--- config.mk ---
export PLATFORM = sky130hd
export DESIGN_NAME = req_queue_frontend
export DESIGN_NICKNAME = d
export VERILOG_FILES = /design/src/rtl/req_frontend_pkg.sv /design/src/rtl/req_chan_fifo.sv /design/src/rtl/req_queue_frontend.sv
export SDC_FILE = /design/constraint.sdc
export NUM_CORES = 1
export LEC_CHECK = 0
export CAP_MARGIN = 20
export CORE_MARGIN = 4
export CORE_UTILIZATION = 54
export CTS_BUF_LIST = sky130_fd_sc_hd__clkbuf_4 sky130_fd_sc_hd__clkbuf_8
export CTS_CLUSTER_SIZE = 25
export DETAILED_ROUTE_END_ITERATION = 10
export PLACE_DENSITY = 0.89
export SETUP_SLACK_MARGIN = 0.4
export SKIP_LAST_GASP = 1
export SLEW_MARGIN = 30
export SYNTH_ARGS = -nofsm -noshare
export SYNTH_HDL_FRONTEND = slang
export SYNTH_HIERARCHICAL = 1
export SYNTH_SLANG_ARGS = --single-unit
export TNS_END_PERCENT = 5
--- constraint.sdc ---
create_clock -name clk -period 2.4 [get_ports clk]
set_input_delay 0.48 -clock clk [delete_from_list [all_inputs] [get_ports clk]]
set_output_delay 0.48 -clock clk [all_outputs]
set_load 0.01 [all_outputs]
--- src/rtl/req_frontend_pkg.sv ---
// req_frontend_pkg: shared constants and helpers for the request queue front-end.
//   NREQ_DEF / DW_DEF / DEPTH_DEF : default requester count, payload width, FIFO depth
//   ID_W_DEF                      : width of a requester index ($clog2 of NREQ)
//   onehot_check()                : flags a grant vector with more than one bit set
package req_frontend_pkg;

    localparam int unsigned NREQ_DEF  = 4;
    localparam int unsigned DW_DEF    = 8;
    localparam int unsigned DEPTH_DEF = 4;
    localparam int unsigned ID_W_DEF  = $clog2(NREQ_DEF);

    // Grant vectors are zero-extended to 32 bits by the caller.
    // Returns 1 when more than one bit is set.
    function automatic logic onehot_check(input logic [31:0] vec);
        return (vec & (vec - 32'd1)) != 32'd0;
    endfunction

endpackage

--- src/rtl/req_chan_fifo.sv ---
// req_chan_fifo: single-requester payload FIFO.
//   clk, rstn  : clock, asynchronous active-low reset
//   push       : write push_data (ignored when full)
//   push_data  : payload to enqueue
//   pop        : drop the head entry (ignored when empty)
//   head_data  : current head entry
//   empty/full : occupancy flags, decoded from the registered count
module req_chan_fifo
    import req_frontend_pkg::*;
#(
    parameter int unsigned DW    = DW_DEF,
    parameter int unsigned DEPTH = DEPTH_DEF
) (
    input  logic          clk,
    input  logic          rstn,
    input  logic          push,
    input  logic [DW-1:0] push_data,
    input  logic          pop,
    output logic [DW-1:0] head_data,
    output logic          empty,
    output logic          full
);

    localparam int unsigned PW = $clog2(DEPTH);
    localparam int unsigned CW = PW + 1;

    logic [DW-1:0] mem [DEPTH];
    logic [PW-1:0] wr_ptr;
    logic [PW-1:0] rd_ptr;
    logic [CW-1:0] count;
    logic          push_en;
    logic          pop_en;

    assign empty     = (count == CW'(0));
    assign full      = (count == CW'(DEPTH));
    assign head_data = mem[rd_ptr];

    // A full FIFO never accepts, even when popping in the same cycle.
    assign push_en = push && !full;
    assign pop_en  = pop && !empty;

    // Pointers wrap naturally at DEPTH; count tracks 0..DEPTH.
    always_ff @(posedge clk or negedge rstn) begin
        if (!rstn) begin
            wr_ptr <= '0;
            rd_ptr <= '0;
            count  <= '0;
        end else begin
            if (push_en) wr_ptr <= wr_ptr + PW'(1);
            if (pop_en)  rd_ptr <= rd_ptr + PW'(1);
            case ({push_en, pop_en})
                2'b10:   count <= count + CW'(1);
                2'b01:   count <= count - CW'(1);
                default: count <= count;
            endcase
        end
    end

    // Storage needs no reset; occupancy is governed by count.
    always_ff @(posedge clk) begin
        if (push_en) mem[wr_ptr] <= push_data;
    end

endmodule

--- src/rtl/req_queue_frontend.sv ---
// req_queue_frontend: per-requester buffering ahead of a fixed-priority arbiter.
//   clk, rstn  : clock, asynchronous active-low reset
//   in_valid   : per-channel push request
//   in_data    : per-channel payload, channel i at [i*DW +: DW]
//   in_ready   : per-channel can-accept (not full)
//   REQ        : request vector to the arbiter (channel non-empty)
//   GNT        : grant vector from the arbiter
//   out_valid / out_data / out_id / out_ready : registered output handshake
//   gnt_err    : one-cycle pulse when GNT has more than one bit set
module req_queue_frontend
    import req_frontend_pkg::*;
#(
    parameter int unsigned NREQ  = NREQ_DEF,
    parameter int unsigned DW    = DW_DEF,
    parameter int unsigned DEPTH = DEPTH_DEF
) (
    input  logic                     clk,
    input  logic                     rstn,
    input  logic [NREQ-1:0]          in_valid,
    input  logic [NREQ*DW-1:0]       in_data,
    output logic [NREQ-1:0]          in_ready,
    output logic [NREQ-1:0]          REQ,
    input  logic [NREQ-1:0]          GNT,
    output logic                     out_valid,
    output logic [DW-1:0]            out_data,
    output logic [$clog2(NREQ)-1:0]  out_id,
    input  logic                     out_ready,
    output logic                     gnt_err
);

    localparam int unsigned ID_W = $clog2(NREQ);

    logic [NREQ-1:0] chan_empty;
    logic [NREQ-1:0] chan_full;
    logic [NREQ-1:0] chan_pop;
    logic [DW-1:0]   chan_head [NREQ];

    logic            out_free;
    logic            sel_valid;
    logic [ID_W-1:0] sel_id;
    logic [DW-1:0]   sel_data;
    logic            do_pop;

    // One FIFO per requester.
    for (genvar i = 0; i < NREQ; i++) begin : g_chan
        req_chan_fifo #(
            .DW    (DW),
            .DEPTH (DEPTH)
        ) u_fifo (
            .clk       (clk),
            .rstn      (rstn),
            .push      (in_valid[i]),
            .push_data (in_data[i*DW +: DW]),
            .pop       (chan_pop[i]),
            .head_data (chan_head[i]),
            .empty     (chan_empty[i]),
            .full      (chan_full[i])
        );

        assign chan_pop[i] = do_pop && (sel_id == ID_W'(i));
    end

    // Requests and readiness come from registered occupancy only.
    assign REQ      = ~chan_empty;
    assign in_ready = ~chan_full;

    assign out_free = !out_valid || out_ready;

    // Highest granted non-empty channel wins; grants on empty channels are stale.
    always_comb begin
        sel_valid = 1'b0;
        sel_id    = '0;
        sel_data  = '0;
        for (int i = 0; i < NREQ; i++) begin
            if (GNT[i] && !chan_empty[i]) begin
                sel_valid = 1'b1;
                sel_id    = ID_W'(i);
                sel_data  = chan_head[i];
            end
        end
    end

    // A grant while the output is blocked is dropped, not deferred.
    assign do_pop = sel_valid && out_free;

    // Output register; data and id hold while out_valid && !out_ready.
    always_ff @(posedge clk or negedge rstn) begin
        if (!rstn) begin
            out_valid <= 1'b0;
            out_data  <= '0;
            out_id    <= '0;
        end else if (do_pop) begin
            out_valid <= 1'b1;
            out_data  <= sel_data;
            out_id    <= sel_id;
        end else if (out_ready) begin
            out_valid <= 1'b0;
        end
    end

    // Multi-bit grant flag, registered as a pulse.
    always_ff @(posedge clk or negedge rstn) begin
        if (!rstn) begin
            gnt_err <= 1'b0;
        end else begin
            gnt_err <= onehot_check(32'(GNT));
        end
    end

endmodule

# Word level (Yosys, flattened, before mapping)
# Memory sizes are Yosys's and may differ from the RTL's.
# Cells that the tools add are included.
[classes] addsub=17 eq_ne=15 mux=25 bitwise=3 reduce_logical=38
[ops] cell="$and 4x32->32" count=1
[ops] cell="$mux 8" count=4
[ops] cell="$reduce_bool 32->1" count=1
[ops] cell="$pmux 3 s2" count=4
[ops] cell="$logic_and 1x1->1" count=17
[ops] cell="$add 2x1->2 const B" count=8
[ops] cell="$mux 1" count=15
[ops] cell="$add 3x1->3 const B" count=4
[ops] cell="$eq 2x2->1 const B" count=6
[ops] cell="$eq 3x3->1 const B" count=4
[ops] cell="$logic_not 3->1" count=4
[ops] cell="$sub 3x1->3 const B" count=4
[ops] cell="$eq 2x1->1 const B" count=5
[ops] cell="$reduce_bool 2->1" count=5
[ops] cell="$logic_not 1->1" count=9
[ops] cell="$not 4->4" count=2
[ops] cell="$sub 4x1->5 const B" count=1
[ops] cell="$mux 2" count=2
[ops] cell="$logic_not 2->1" count=1
[ops] cell="$logic_or 1x1->1" count=1
[word_totals] regBits=40 ramBits=128 input_bits=43 output_inout_bits=20 wordCells=118 n_memories=4
[mem_list] name="g_chan[0].u_fifo.mem" depth=4 width=8 rd=1 rd_clocked_by_memory_dff=0 wr=1 line="req_chan_fifo.sv:27" source="logic [DW-1:0] mem [DEPTH];"
[mem_list] name="g_chan[1].u_fifo.mem" depth=4 width=8 rd=1 rd_clocked_by_memory_dff=0 wr=1 line="req_chan_fifo.sv:27"
[mem_list] name="g_chan[2].u_fifo.mem" depth=4 width=8 rd=1 rd_clocked_by_memory_dff=0 wr=1 line="req_chan_fifo.sv:27"
[mem_list] name="g_chan[3].u_fifo.mem" depth=4 width=8 rd=1 rd_clocked_by_memory_dff=0 wr=1 line="req_chan_fifo.sv:27"

# Depth between registers and ports, before layout
[logic_depth] depth_word=12 ltp_mapped=12 ltp_nobuf=11

# Modules after synthesis
# Netlist, hierarchy kept.
[modules_own_cells] mod="req_chan_fifo" n_inst=4 cells_per_inst=79 area_per_inst_um2=1592.8
[modules_own_cells] mod="req_queue_frontend" n_inst=1 cells_per_inst=84 area_per_inst_um2=749.5

# Worst setup path after synthesis
# OpenSTA, ideal clock, no wires.
[synth_timing] path_type="reg2reg" start="register g_chan[2].u_fifo.count[0]" end="register g_chan[0].u_fifo.count[2]" setup_time_ps=79 t_arrival_ps=2490 slack_ps=-170 path_stages_with_launch=13 n_path_buf=1 synth_period_minus_slack_ps=2570 cell_sequence="dfrtp_1 > nor3_1 > nand2b_1 > nand2_1 > clkbuf_1 > nor3_1 > o31a_2 > ha_1 > inv_1 > fa_1 > xor2_1 > nor2_1 > xor2_1"
[synth_between] elab_chain_cells=10
[synth_rtl] item="from (decl)" line="req_chan_fifo.sv:30" source="logic [CW-1:0] count;"
[synth_rtl] item="from (signal assigned)" line="req_chan_fifo.sv:52" source="2'b10: count <= count + CW'(1);"
[synth_rtl] item="from (signal assigned)" line="req_chan_fifo.sv:53" source="2'b01: count <= count - CW'(1);"
[synth_rtl] item="from (signal assigned)" line="req_chan_fifo.sv:54" source="default: count <= count;"
[synth_rtl] item="$logic_not 3->1 *" line="req_chan_fifo.sv:34" source="assign empty = (count == CW'(0));"
[synth_rtl] item="named net chan_empty[2]" line="req_queue_frontend.sv:33" source="logic [NREQ-1:0] chan_empty;"
[synth_rtl] item="$logic_not 1->1 *" line="req_queue_frontend.sv:75" source="if (GNT[i] && !chan_empty[i]) begin"
[synth_rtl] item="$logic_and 1x1->1 *" line="req_queue_frontend.sv:75"
[synth_rtl] item="$mux 2 / $mux 1 (equally long branches) (2 in a row)" line="req_queue_frontend.sv:75"
[synth_rtl] item="$logic_not 2->1 / $logic_and 1x1->1 (equally long branches)" line="req_queue_frontend.sv:60, req_queue_frontend.sv:84"
[synth_rtl] item="$logic_and 1x1->1 *" line="req_queue_frontend.sv:60" source="assign chan_pop[i] = do_pop && (sel_id == ID_W'(i));"
[synth_rtl] item="named net chan_pop[0]" line="req_queue_frontend.sv:35" source="logic [NREQ-1:0] chan_pop;"
[synth_rtl] item="$logic_and 1x1->1 *" line="req_chan_fifo.sv:40" source="assign pop_en = pop && !empty;"
[synth_rtl] item="named net g_chan[0].u_fifo.pop_en" line="req_chan_fifo.sv:32" source="logic pop_en;"
[synth_rtl] item="$eq 2x1->1 / $eq 2x2->1 (equally long branches)" line="req_chan_fifo.sv:51" source="case ({push_en, pop_en})"
[synth_rtl] item="$pmux 3 s2 / $reduce_bool 2->1 (equally long branches)"
[synth_rtl] item="to (signal assigned)" line="req_chan_fifo.sv:52"
[synth_rtl] item="to (signal assigned)" line="req_chan_fifo.sv:53"
[synth_rtl] item="to (signal assigned)" line="req_chan_fifo.sv:54"
[synth_rtl] item="to (decl)" line="req_chan_fifo.sv:30"
# Mark *: on every way through the listed nets, which the timed path passes. The rest lies on a longest branch.
# A chain may end at the register's enable or synchronous reset.

# Final worst setup path
[layout_timing] start="register g_chan[2].u_fifo.count[1]" end="register g_chan[1].u_fifo.count[2]"
[layout_between] elab_chain_cells=10
[layout_rtl] item="$logic_not 3->1 *" line="req_chan_fifo.sv:34"
[layout_rtl] item="named net chan_empty[2]" line="req_queue_frontend.sv:33"
[layout_rtl] item="$logic_not 1->1 *" line="req_queue_frontend.sv:75"
[layout_rtl] item="$logic_and 1x1->1 *" line="req_queue_frontend.sv:75"
[layout_rtl] item="$mux 2 / $mux 1 (equally long branches) (2 in a row)" line="req_queue_frontend.sv:75"
[layout_rtl] item="$eq 2x1->1 / $logic_and 1x1->1 (equally long branches)" line="req_queue_frontend.sv:60, req_queue_frontend.sv:84"
[layout_rtl] item="$logic_and 1x1->1 *" line="req_queue_frontend.sv:60"
[layout_rtl] item="named net chan_pop[1]" line="req_queue_frontend.sv:35"
[layout_rtl] item="$logic_and 1x1->1 *" line="req_chan_fifo.sv:40"
[layout_rtl] item="named net g_chan[1].u_fifo.pop_en" line="req_chan_fifo.sv:32"
[layout_rtl] item="$eq 2x1->1 / $eq 2x2->1 (equally long branches)" line="req_chan_fifo.sv:51"
[layout_rtl] item="$pmux 3 s2 / $reduce_bool 2->1 (equally long branches)"
[layout_rtl] item="to (signal assigned)" line="req_chan_fifo.sv:52"
[layout_rtl] item="to (signal assigned)" line="req_chan_fifo.sv:53"
[layout_rtl] item="to (signal assigned)" line="req_chan_fifo.sv:54"
[layout_rtl] item="to (decl)" line="req_chan_fifo.sv:30"
# Marked as above.

==> metrics.yaml <==
status: "complete, but fails checks"
violations: "negative setup slack"
dieArea_mm2: 0.0151
ios: 63
drc: 0
swShare_pct: 32.1
htreeDepth: 4
placed_area_mm2: 0.00829
gr-total-overflow: 0
fin_crit_sh_pct: 102
cts_tree: "built"
antenna_found_initial: 0
netlist_area_mm2: 0.00712
yosysSeqAreaShare_pct: 68.0
fin_hold_ws_ps: 477
core-area_mm2: 0.0128
tightest_slew_ps: 634
wl_mm: 14.3
pwr-share-comb_pct: 36.2
pwr-share-seq_pct: 45.3
power_density_mw_per_mm2: 1140
synth_cells: 400
layout_commonest_cell: "edfxtp_1"
num_antenna_cells: 0
insertion_delay_ps: 450
initial_core_util_pct: 55.7
path_class: "reg2reg"
hold_violations: 0
synth-async-reset-ratio_pct: 23.8
grt_usage_pct: 20.4
pre_cts_slack_ps: -577
drive_above_1_share_pct: 32.8
hold_class: "in2async"
rr_startpoint: "g_chan[2].u_fifo/count[1]"
fin_cells: 711
wl_per_cell_um: 20.1
yosys_warnings: 6
syn_area_per_cell_um2: 17.8
drtIter0Drc: 298
stdcell_area_mm2: 0.00886
timing.fmax_mhz: 410
critPathRequiredTime_ps: 2730
yosysUniqueCellTypes: 34
ys.flop_type: "edfxtp_1"
cp.arrival_ps: 2770
reg2reg_setup_slack_ps: -40
setup_viol: 3
avgViaCountPerCell: 5.45
switchingPower_mw: 3.26
clkPwrFrac_pct: 18.4
clkTransAtPathRegs_ps: 80
dp_cells: 667
slew_headroom_pct: 57.7
syn_to_final_growth_pct: 24.5
n_fill_cell: 768
gp_congestion: 0.785
synth-edff-count: 128
cp_num_buf_inv: 3
max_cap_viol_count: 0
cts.sinks: 168
fin_skew_ps: 8.44
clockBufferDepth: 2
io_buffers: 62
crit_family: "simple AND/OR/NAND/NOR gates"
r2r_end: "g_chan[1].u_fifo/count[2]"
num_vias: 3875
cts-root-buf: "clkbuf_8"
rsz0062_at_grt: "yes"
start_kind: "register"
cp_max_fo: 6
drtAntennaViolNets: 0
row_count: 41
cp_slowest_cell: "dfrtp_1"
synth_nets: 467
cp-end-kind: "register"
cp_cell_sequence: "nor3_4 > buf_6 > nor2b_4 > o41ai_4 > buf_4 > nor2_1 > o31a_2 > ha_4 > inv_2 > fa_2 > xor2_1 > nor2_1 > xor2_1"
grt_max_degree: 17
die_h_um: 123
internal_power_mw: 6.88
hpwl_mm: 10.3
final_cell_mix: "128 x edfxtp_1, 61 x clkdlybuf4s50_1, 56 x buf_4"
synth_seq_cells: 168
grt_pass1_wl_mm: 22.1
finalCriticalPeriod_ps: 2440
grt_pass1_vias: 4271
cts_buffers: 17
cpPeakStageDelay_ps: 410
tns_ps: -74.4
nNetsFinal: 593
total_power_mw: 10.1
dr.pass1.iters: 4
die_w_um: 123
final_util_pct: 69.4
report.final.slew_viol_count: 0
layout_setup_ws_ps: -40.3
worst_ir_drop_vdd_v: 0.000721
rr_worst_depth: 13
p_leak_nw: 3.31
[registers in the layout, summed over array words and instances (netlist names)]
signal                flops
g_chan.u_fifo/wr_ptr      8
g_chan.u_fifo/rd_ptr      8
out_valid                 1
gnt_err                   1
out_data                  8
g_chan.u_fifo/mem       128
g_chan.u_fifo/count      12
out_id                    2
[power by group through the flow]
| stage | logic [mW] | clock network (mW) | registers (mW) |
|---|---|---|---|
| final | 3.67 | 1.87 | 4.59 |
| after global routing | 3.95 | 2.04 | 4.69 |
| after floorplan | 2.29 | 0 | 4.36 |
| after detailed placement | 3.49 | 0 | 4.62 |
| after global placement | 3.31 | 0 | 4.55 |
| after CTS | 3.60 | 1.90 | 4.61 |
[Yosys cell counts (all sizes together) (5+ instances only)]
library cell,instances,area [um^2]
o22ai,8,50.1
ha,20,250
xor2,12,105
nor3,7,35.0
mux4,32,721
inv,32,120
a221oi,8,70.1
and2,16,120
xnor2,12,105
dfrtp,40,1000
o31ai,8,60.1
buf,8,45.0
nand2,16,60.1
nor2,8,30.0
clkbuf,6,22.5
nor2b,8,90.1
edfxtp,128,3840
mux2,5,71.3
[repair_timing]
item                                   CTS  global route
buffers inserted                         5             6
hold buffers                             1             0
gates resized for setup                 15            10
setup endpoints to repair               34            28
pin swaps                               11            16
endpoints found under the hold margin   12             0
[kinds of logic after synthesis]
group / Yosys count / share of synthesized area, %
buffers and inverters: 46 / 2.64
adders and majority gates: 25 / 4.78
AOI/OAI and AO/OA: 31 / 3.62
DFF: 168 / 68.0
muxes: 41 / 11.7
and+or+nand+nor: 65 / 6.29
xor gates and xnor gates: 24 / 2.95
[worst register-to-register path, cell delays in order, from the launching register on]
cell     delay (ps)
dfrtp_1         410
nor3_4          250
buf_6           140
nor2b_4          40
o41ai_4         270
buf_4           200
nor2_1           50
o31a_2          140
ha_4            180
inv_2            60
fa_2            190
xor2_1          170
nor2_1           80
xor2_1          160
[layer usage]
metal | vias to the layer above | part of all wire [%] | GRT usage (%)
met4 | 0 | 1.6 | 8.12
met2 | 124 | 56 | 36.0
met1 | 1965 | 37 | 24.2
met5 | - | 0 | 0
met3 | 23 | 6.0 | 4.65
li1 | 1763 | - | -
[how the worst max path moves through the flow]
| stage | startpoint | to | cells past startpoint |
|---|---|---|---|
| 2_1_floorplan | g_chan[0].u_fifo/count[1] | g_chan[1].u_fifo/count[2] | 12 |
| 3_3_place_gp | GNT[3] | g_chan[0].u_fifo/count[2] | 12 |
| 3_5_place_dp | GNT[3] | g_chan[3].u_fifo/count[2] | 12 |
| 4_1_cts | GNT[3] | g_chan[3].u_fifo/count[2] | 12 |
| 5_1_grt | g_chan[3].u_fifo/count[1] | g_chan[1].u_fifo/count[2] | 12 |
| 6_report | g_chan[2].u_fifo/count[1] | g_chan[1].u_fifo/count[2] | 13 |
[area by class of cell]
cell class / count / area, um^2 / share of cell area (%)
well taps: 172 / 215 / 2.43
clock buffers: 18 / 241 / 2.72
inverters: 32 / 123 / 1.38
repair buffers: 121 / 1070 / 12.1
flip-flops and latches: 168 / 4850 / 54.7
multi-input cells: 186 / 2240 / 25.2
clock inverters: 14 / 134 / 1.51
Power figures use the tool's default switching activity.
